`src/rtl/arb_pkg.sv`:
```
// Shared types and constants for the 8-way arbiter and its priority picker.
package arb_pkg;

    localparam int unsigned N    = 8;
    localparam int unsigned IdxW = 3;

    typedef enum logic {
        IDLE,
        GRANT
    } state_e;

    // Index one below i, wrapping 0 -> N-1; used as the next scan start after a grant ends.
    function automatic logic [IdxW-1:0] prev_idx(input logic [IdxW-1:0] i);
        return i - 1'b1;
    endfunction

endpackage

```
`src/rtl/prio_pick_8.sv`:
```
// Combinational priority picker: scans req downward from ptr (wrapping) and
// returns the first set bit as a one-hot vector and as an index.
module prio_pick_8
    import arb_pkg::*;
(
    input  logic [N-1:0]    req_i,
    input  logic [IdxW-1:0] ptr_i,
    output logic [N-1:0]    pick_o,
    output logic [IdxW-1:0] index_o,
    output logic            any_o
);

    logic            found;
    logic [IdxW-1:0] cand;

    always_comb begin
        found   = 1'b0;
        cand    = '0;
        index_o = '0;
        for (int unsigned j = 0; j < N; j++) begin
            cand = ptr_i - IdxW'(j);
            if (!found && req_i[cand]) begin
                found   = 1'b1;
                index_o = cand;
            end
        end
        any_o  = found;
        pick_o = found ? (N'(1) << index_o) : '0;
    end

endmodule

```
`src/rtl/arb_rr_8.sv`:
```
// 8-requester arbiter with round-robin or fixed priority, registered one-hot
// grant, and a MAX_HOLD timeout that revokes a grant held too long.
module arb_rr_8
    import arb_pkg::*;
#(
    parameter bit          RR       = 1'b1,
    parameter int unsigned MAX_HOLD = 16
) (
    input  logic            clk,
    input  logic            reset,
    input  logic [N-1:0]    req,
    output logic [N-1:0]    grant,
    output logic            busy,
    output logic [IdxW-1:0] owner,
    output logic            expire
);

    localparam logic [7:0] HoldMax = 8'(MAX_HOLD);

    state_e          state_q, state_d;
    logic [N-1:0]    grant_q, grant_d;
    logic [IdxW-1:0] owner_q, owner_d;
    logic            busy_q, busy_d;
    logic            expire_q, expire_d;
    logic [7:0]      hold_q, hold_d;
    logic [IdxW-1:0] ptr_q, ptr_d;

    logic [N-1:0]    pick;
    logic [IdxW-1:0] pick_idx;
    logic            pick_any;

    prio_pick_8 u_pick (
        .req_i   (req),
        .ptr_i   (ptr_q),
        .pick_o  (pick),
        .index_o (pick_idx),
        .any_o   (pick_any)
    );

    always_comb begin
        state_d  = state_q;
        grant_d  = grant_q;
        owner_d  = owner_q;
        busy_d   = busy_q;
        expire_d = 1'b0;
        hold_d   = hold_q;
        ptr_d    = ptr_q;
        unique case (state_q)
            IDLE: begin
                if (pick_any) begin
                    state_d = GRANT;
                    grant_d = pick;
                    owner_d = pick_idx;
                    busy_d  = 1'b1;
                    // Counts cycles with grant high, so the first grant cycle is 1.
                    hold_d  = 8'd1;
                end
            end
            GRANT: begin
                if (!req[owner_q] || hold_q >= HoldMax) begin
                    // Release takes precedence: expire only when the owner still requests.
                    expire_d = req[owner_q];
                    state_d  = IDLE;
                    grant_d  = '0;
                    owner_d  = '0;
                    busy_d   = 1'b0;
                    hold_d   = '0;
                    ptr_d    = RR ? prev_idx(owner_q) : IdxW'(N - 1);
                end else begin
                    hold_d = hold_q + 8'd1;
                end
            end
        endcase
    end

    always_ff @(posedge clk) begin
        if (reset) begin
            state_q  <= IDLE;
            grant_q  <= '0;
            owner_q  <= '0;
            busy_q   <= 1'b0;
            expire_q <= 1'b0;
            hold_q   <= '0;
            ptr_q    <= IdxW'(N - 1);
        end else begin
            state_q  <= state_d;
            grant_q  <= grant_d;
            owner_q  <= owner_d;
            busy_q   <= busy_d;
            expire_q <= expire_d;
            hold_q   <= hold_d;
            ptr_q    <= ptr_d;
        end
    end

    assign grant  = grant_q;
    assign owner  = owner_q;
    assign busy   = busy_q;
    assign expire = expire_q;

endmodule

```
`config.mk`:
```
export PLATFORM = sky130hd
export DESIGN_NAME = arb_rr_8
export DESIGN_NICKNAME = d
export VERILOG_FILES = /design/src/rtl/arb_pkg.sv /design/src/rtl/prio_pick_8.sv /design/src/rtl/arb_rr_8.sv
export SDC_FILE = /design/constraint.sdc
export NUM_CORES = 1
export LEC_CHECK = 0
export CORE_UTILIZATION = 40
export DETAILED_ROUTE_END_ITERATION = 8
export PLACE_DENSITY_LB_ADDON = 0.15
export SLEW_MARGIN = 20
export SYNTH_ARGS = -nofsm -noshare
export SYNTH_HDL_FRONTEND = slang
export SYNTH_HIERARCHICAL = 1
export SYNTH_SLANG_ARGS = --single-unit
```
`constraint.sdc`:
```
create_clock -name clk -period 3.8 [get_ports clk]
set_clock_uncertainty 0.1 [all_clocks]
set_input_delay 0.57 -clock clk [delete_from_list [all_inputs] [get_ports clk]]
set_output_delay 0.57 -clock clk [all_outputs]
set_load 0.01 [all_outputs]
```
* Word-level counts from Yosys, hierarchy flattened
Cells that the tools add are included.
Word-level totals: register bits after elaboration 25, bits of input ports 10, output and inout port bits 13
Operators by class: add/subtract/negate cells 9, order comparisons 10, equality and inequality tests 2, shifts and indexed selects 1, mux-type cells 49, bitwise operators 2, reductions and logical operators 19
Operators by type and width (count):
- < comparator 3 x 4 -> 1 bit (second input constant) | 9
- two-way mux 8 bit | 4
- case mux 8 bit (2 select lines) | 2
- two-way mux 3 bit | 10
- binary-select mux 1 bit (select 3 bit) | 9
- two-way mux 1 bit | 21
- subtractor 3 bit (second input constant) | 4
- adder 8 x 1 -> 8 bit (second input constant) | 1
- >= comparator 8 x 5 -> 1 bit (second input constant) | 1
- zero test 1 bit | 8
- left shift 1 x 3 -> 8 bit (first input constant) | 1
- logical AND 1 bit | 7
- case mux 3 bit (2 select lines) | 1
- subtractor 3 x 1 -> 3 bit (second input constant) | 2
- subtractor 3 x 2 -> 3 bit (second input constant) | 2
- case mux 1 bit (2 select lines) | 2
- AND reduction 2 bit | 2
- OR reduction 3 bit | 1
- != test 2 x 1 -> 1 bit (second input constant) | 1
- != test 2 bit (second input constant) | 1
- NOT 1 bit | 2
- logical OR 1 bit | 1

* Longest topological paths before layout
Gate-level depths: netlist of the first run.
word-level depth 27, gate-level depth with buffers 14

* By module
The synthesis of the first run kept the hierarchy.
By module, submodules not included:
- arb_rr_8 | times used 1, cells an instance 127, area each 1197.4 um2
- prio_pick_8 | times used 1, cells an instance 105, area each 991.0 um2

* Worst setup path before layout of the first run
OpenSTA, ideal clock, no wires.
kind reg-to-reg, start point reg ptr_q[1], end point reg grant_q[0] (netlist: grant[0]), library setup time 0.092 ns, arrival time 3.238 ns, slack 0.370 ns, stages on the path, launching flop included 14, path through dfxtp_1 > buf_2 > inv_2 > ha_1 > buf_6 > mux4_2 > mux2_4 > nor4b_4 > and2_1 > nand2_1 > nand2_1 > clkbuf_1 > nand3b_1 > o32ai_1
On the way: elaborated cells on any way between the ends 58
RTL lines:
- from (decl) | RTL line arb_rr_8.sv:26 | logic [IdxW-1:0] ptr_q, ptr_d;
- from (signal assigned) | RTL line arb_rr_8.sv:84 | ptr_q <= IdxW'(N - 1);
- from (signal assigned) | RTL line arb_rr_8.sv:92 | ptr_q <= ptr_d;
- parallel branches: the longest is 23 deep, another holds subtractor 3 x 1 -> 3 bit
- two-way mux 1 bit (*) | RTL line prio_pick_8.sv:22 | if (!found && req_i[cand]) begin
- net pick_any | RTL line arb_rr_8.sv:30 | logic pick_any;
- != test 2 bit (no line) (*)
- AND reduction 2 bit (no line) (*)
- to (signal assigned) | RTL line arb_rr_8.sv:87 | grant_q <= grant_d;
- to (decl) | RTL line arb_rr_8.sv:21 | logic [N-1:0] grant_q, grant_d;
Mark *: on every way through the listed nets, which the timed path passes. The select of a mux whose other input is x is not followed. A chain may end at the register's enable or synchronous reset.

* Worst setup path in the final report of the first run
start point reg ptr_q[1], end point reg grant_q[3] (netlist: grant[3])
On the way: cells in the longest elaborated chain, start to end 27, elaborated cells on any way between the ends 58
RTL lines:
- parallel branches: the longest is 23 deep, another holds subtractor 3 x 1 -> 3 bit
- two-way mux 3 bit (*) | RTL line prio_pick_8.sv:22
- left shift 1 x 3 -> 8 bit (*) | RTL line prio_pick_8.sv:28 | pick_o = found ? (N'(1) << index_o) : '0;
- net pick[3] | RTL line arb_rr_8.sv:28 | logic [N-1:0] pick;
- two-way mux 8 bit (*) | RTL line arb_rr_8.sv:50 | if (pick_any) begin
- case mux 8 bit (2 select lines) (*) | RTL line arb_rr_8.sv:48 | unique case (state_q)
Marked as above.

==> flow_summary.json, run 1 <==
{
  "status": "finished clean",
  "yosys.area.top_type_share": 0.229,
  "placed_area_mm2": 0.00246,
  "grt_overflow": 0,
  "vias": 1824,
  "ys.flop_type": "dfxtp_1",
  "dieArea_mm2": 0.00577,
  "final_layout_size_suffix_gt1_frac": 0.159,
  "final_max_slew_viol_count": 0,
  "place_congestion": 0.855,
  "slew_headroom": 0.577,
  "fin_nets": 268,
  "hold_viol_final": 0,
  "hp-class": "reg -> reg",
  "synth_edf_count": 0,
  "wl_per_cell_um": 14.6,
  "synthesis.area_mm2": 0.00219,
  "setup_violations": 0,
  "synth_nets": 247,
  "avgSynthCellArea_um2": 9.43,
  "track_usage": 0.173,
  "syn_inst": 232,
  "setup_tns_ns": 0,
  "route.detailed.drc": 0,
  "clk_path_buf_depth": 2,
  "cts.sinks": 25,
  "fin_crit_ns": 3.42,
  "cts_resized": 0,
  "grt_pass1_wl_um": 8180,
  "critPathKind": "reg -> reg",
  "dp_hpwl_um": 3450,
  "antenna_cells": 0,
  "io_buffer_count": 22,
  "design_area_mm2": 0.00251,
  "synthDistinctLibCells": 54,
  "die_y_um": 76.0,
  "rsz0062_at_grt": "no",
  "io_pins": 23,
  "numCtsBuffers": 3,
  "ys_ff_latch": 25,
  "via_per_inst": 5.66,
  "path_clk_slew_ns": 0.09,
  "drtPass1Iterations": 4,
  "cts_hold_buf": 0,
  "netlist_top_cells_count": "dfxtp_1 (25), inv_1 (22), mux2i_1 (15)",
  "postRouteAntennaNets": 0,
  "worstPathCellList": "inv_2 -> ha_1 -> mux4_2 -> mux2_4 -> nor4b_4 -> a21oi_1 -> o211a_1 -> nor4_1 -> inv_1 -> o32ai_1",
  "crit_path_start_kind": "register",
  "fp-row-count": 26,
  "p_leak_nw": 0.917,
  "cts_root_buf": "clkbuf_8",
  "worstPathRequired_ns": 3.88,
  "cts_tree": "done",
  "cp-end-kind": "register",
  "worst_pin_slew_ns": 0.629,
  "finalPower_mw": 1.26,
  "htreeDepth": 1,
  "synth_area_leader_cell": "dfxtp_1",
  "grt_pass1_vias": 1678,
  "drt_iter0_drc": 132,
  "p_per_area_mw_per_mm2": 502,
  "synth_area_leaders": "dfxtp_1 (23%), mux4_2 (11%), mux2i_1 (6.9%)",
  "insertion_delay_ns": 0.27,
  "cp_num_buf_inv": 2,
  "cp_max_fo": 6,
  "post-route-period-util": 0.899,
  "synthArstFlopShare": 0,
  "vdd_drop_max_mv": 0.323,
  "slowest_delay_ns": 0.57,
  "wl_um": 4710,
  "die_x_um": 76.0,
  "max_freq_ghz": 0.293,
  "drv_cap": 0,
  "crit_family": "multiplexers",
  "yosysSeqAreaShare": 0.229,
  "initial_utilization": 0.423,
  "yosysWarningCount": 6,
  "grt_start_max_net_pins": 26,
  "antenna_found_initial": 0,
  "postCtsSetupBuffers": 0,
  "critPathSlowestCell": "mux4_2",
  "core_mm2": 0.00517,
  "arrival_ns": 3.50,
  "yosysMostFrequentCell": "dfxtp_1",
  "area_growth_pct": 14.6
}
## state kept, by name (all words and copies together), names as in the netlist
register  count
grant         8
hold_q        8
owner         3
ptr_q         3
busy          1
expire        1
state_q       1
## logic make-up (layout without fill, tap and decap cells)
family / count (synthesis) / count (layout) / synth area share
buf+inv: 38 / 58 / 0.0840
flops: 25 / 25 / 0.229
compound gates: 56 / 56 / 0.217
xor+xnor: 5 / 5 / 0.0200
fa+ha+maj: 5 / 5 / 0.0286
simple gates: 71 / 71 / 0.197
mux: 32 / 32 / 0.225
## where the power goes
part / switching (mW) / internal [mW]
Clock: 0.0823 / 0.0749
Sequential: 0.0513 / 0.302
Combinational: 0.395 / 0.353
Total: 0.528 / 0.730
## per-stage QoR
step / hold slack (ns) / std cells / worst slack, ns / utilization
6_report: 0.380 / 322 / 0.383 / 0.485
5_1_grt: 0.404 / 322 / 0.150 / 0.485
4_1_cts: 0.387 / 322 / 0.341 / 0.485
3_5_place_dp: 0.365 / 318 / 0.0796 / 0.476
3_3_place_gp: 0.367 / 318 / 0.0729 / 0.476
2_1_floorplan: 0.345 / 232 / 0.370 / -
## placed cells by master (no fill, tap or decap), drive strengths merged, types with 8 or more instances in the layout
cell           count
clkdlybuf4s50     22
nand3b            10
o32ai             11
nor2              14
dfxtp             25
mux2i             16
buf                8
inv               24
nand2             11
mux4              11
## metal layers
layer	vias up	wire (um)	GRT usage
li1	925	-	-
met1	863	2320	0.235
met2	30	2150	0.275
met3	6	155	0.0217
met4	0	76	0.0750
met5	-	0	0
## path summary, 6_finish.rpt
check	slack (ns)	startpoint	to	cells past startpoint
setup reg to reg	0.38	ptr_q[1]	grant[3]	10
hold / removal	0.38	hold_q[4]	hold_q[4]	2
setup / recovery	0.38	ptr_q[1]	grant[3]	10
hold reg to reg	0.38	hold_q[4]	hold_q[4]	2
## layout make-up
class | instances | area [um^2]
Clock buffer | 4 | 45.0
Timing Repair Buffer | 30 | 280
Fill cell | 488 | 2670
Sequential cell | 25 | 500
Inverter | 24 | 90.1
Multi-Input combinational cell | 169 | 1500
Tap cell | 70 | 87.6
## worst min-delay path: stages, from the launching register on
cell     delay [ns]
dfxtp_1        0.33
nand2_1        0.05
o21ai_0        0.06
Power figures use the tool's default switching activity.
==> run 2: changes to the inputs <==
--- a/config.mk
+++ b/config.mk
@@ -7,6 +7,7 @@
 export LEC_CHECK = 0
 export CORE_UTILIZATION = 40
 export DETAILED_ROUTE_END_ITERATION = 8
+export GPL_ROUTABILITY_DRIVEN = 0
 export PLACE_DENSITY_LB_ADDON = 0.15
 export SLEW_MARGIN = 20
 export SYNTH_ARGS = -nofsm -noshare
==> results of run 2 <==
Final layout, timing and power as in run 1 (identical DEF).
==> run 3: changes to the inputs <==
--- a/config.mk
+++ b/config.mk
@@ -14,3 +14,4 @@
 export SYNTH_HDL_FRONTEND = slang
 export SYNTH_HIERARCHICAL = 1
 export SYNTH_SLANG_ARGS = --single-unit
+export TNS_END_PERCENT = 20
==> results of run 3 <==
Final layout, timing and power as in run 1 (identical DEF).
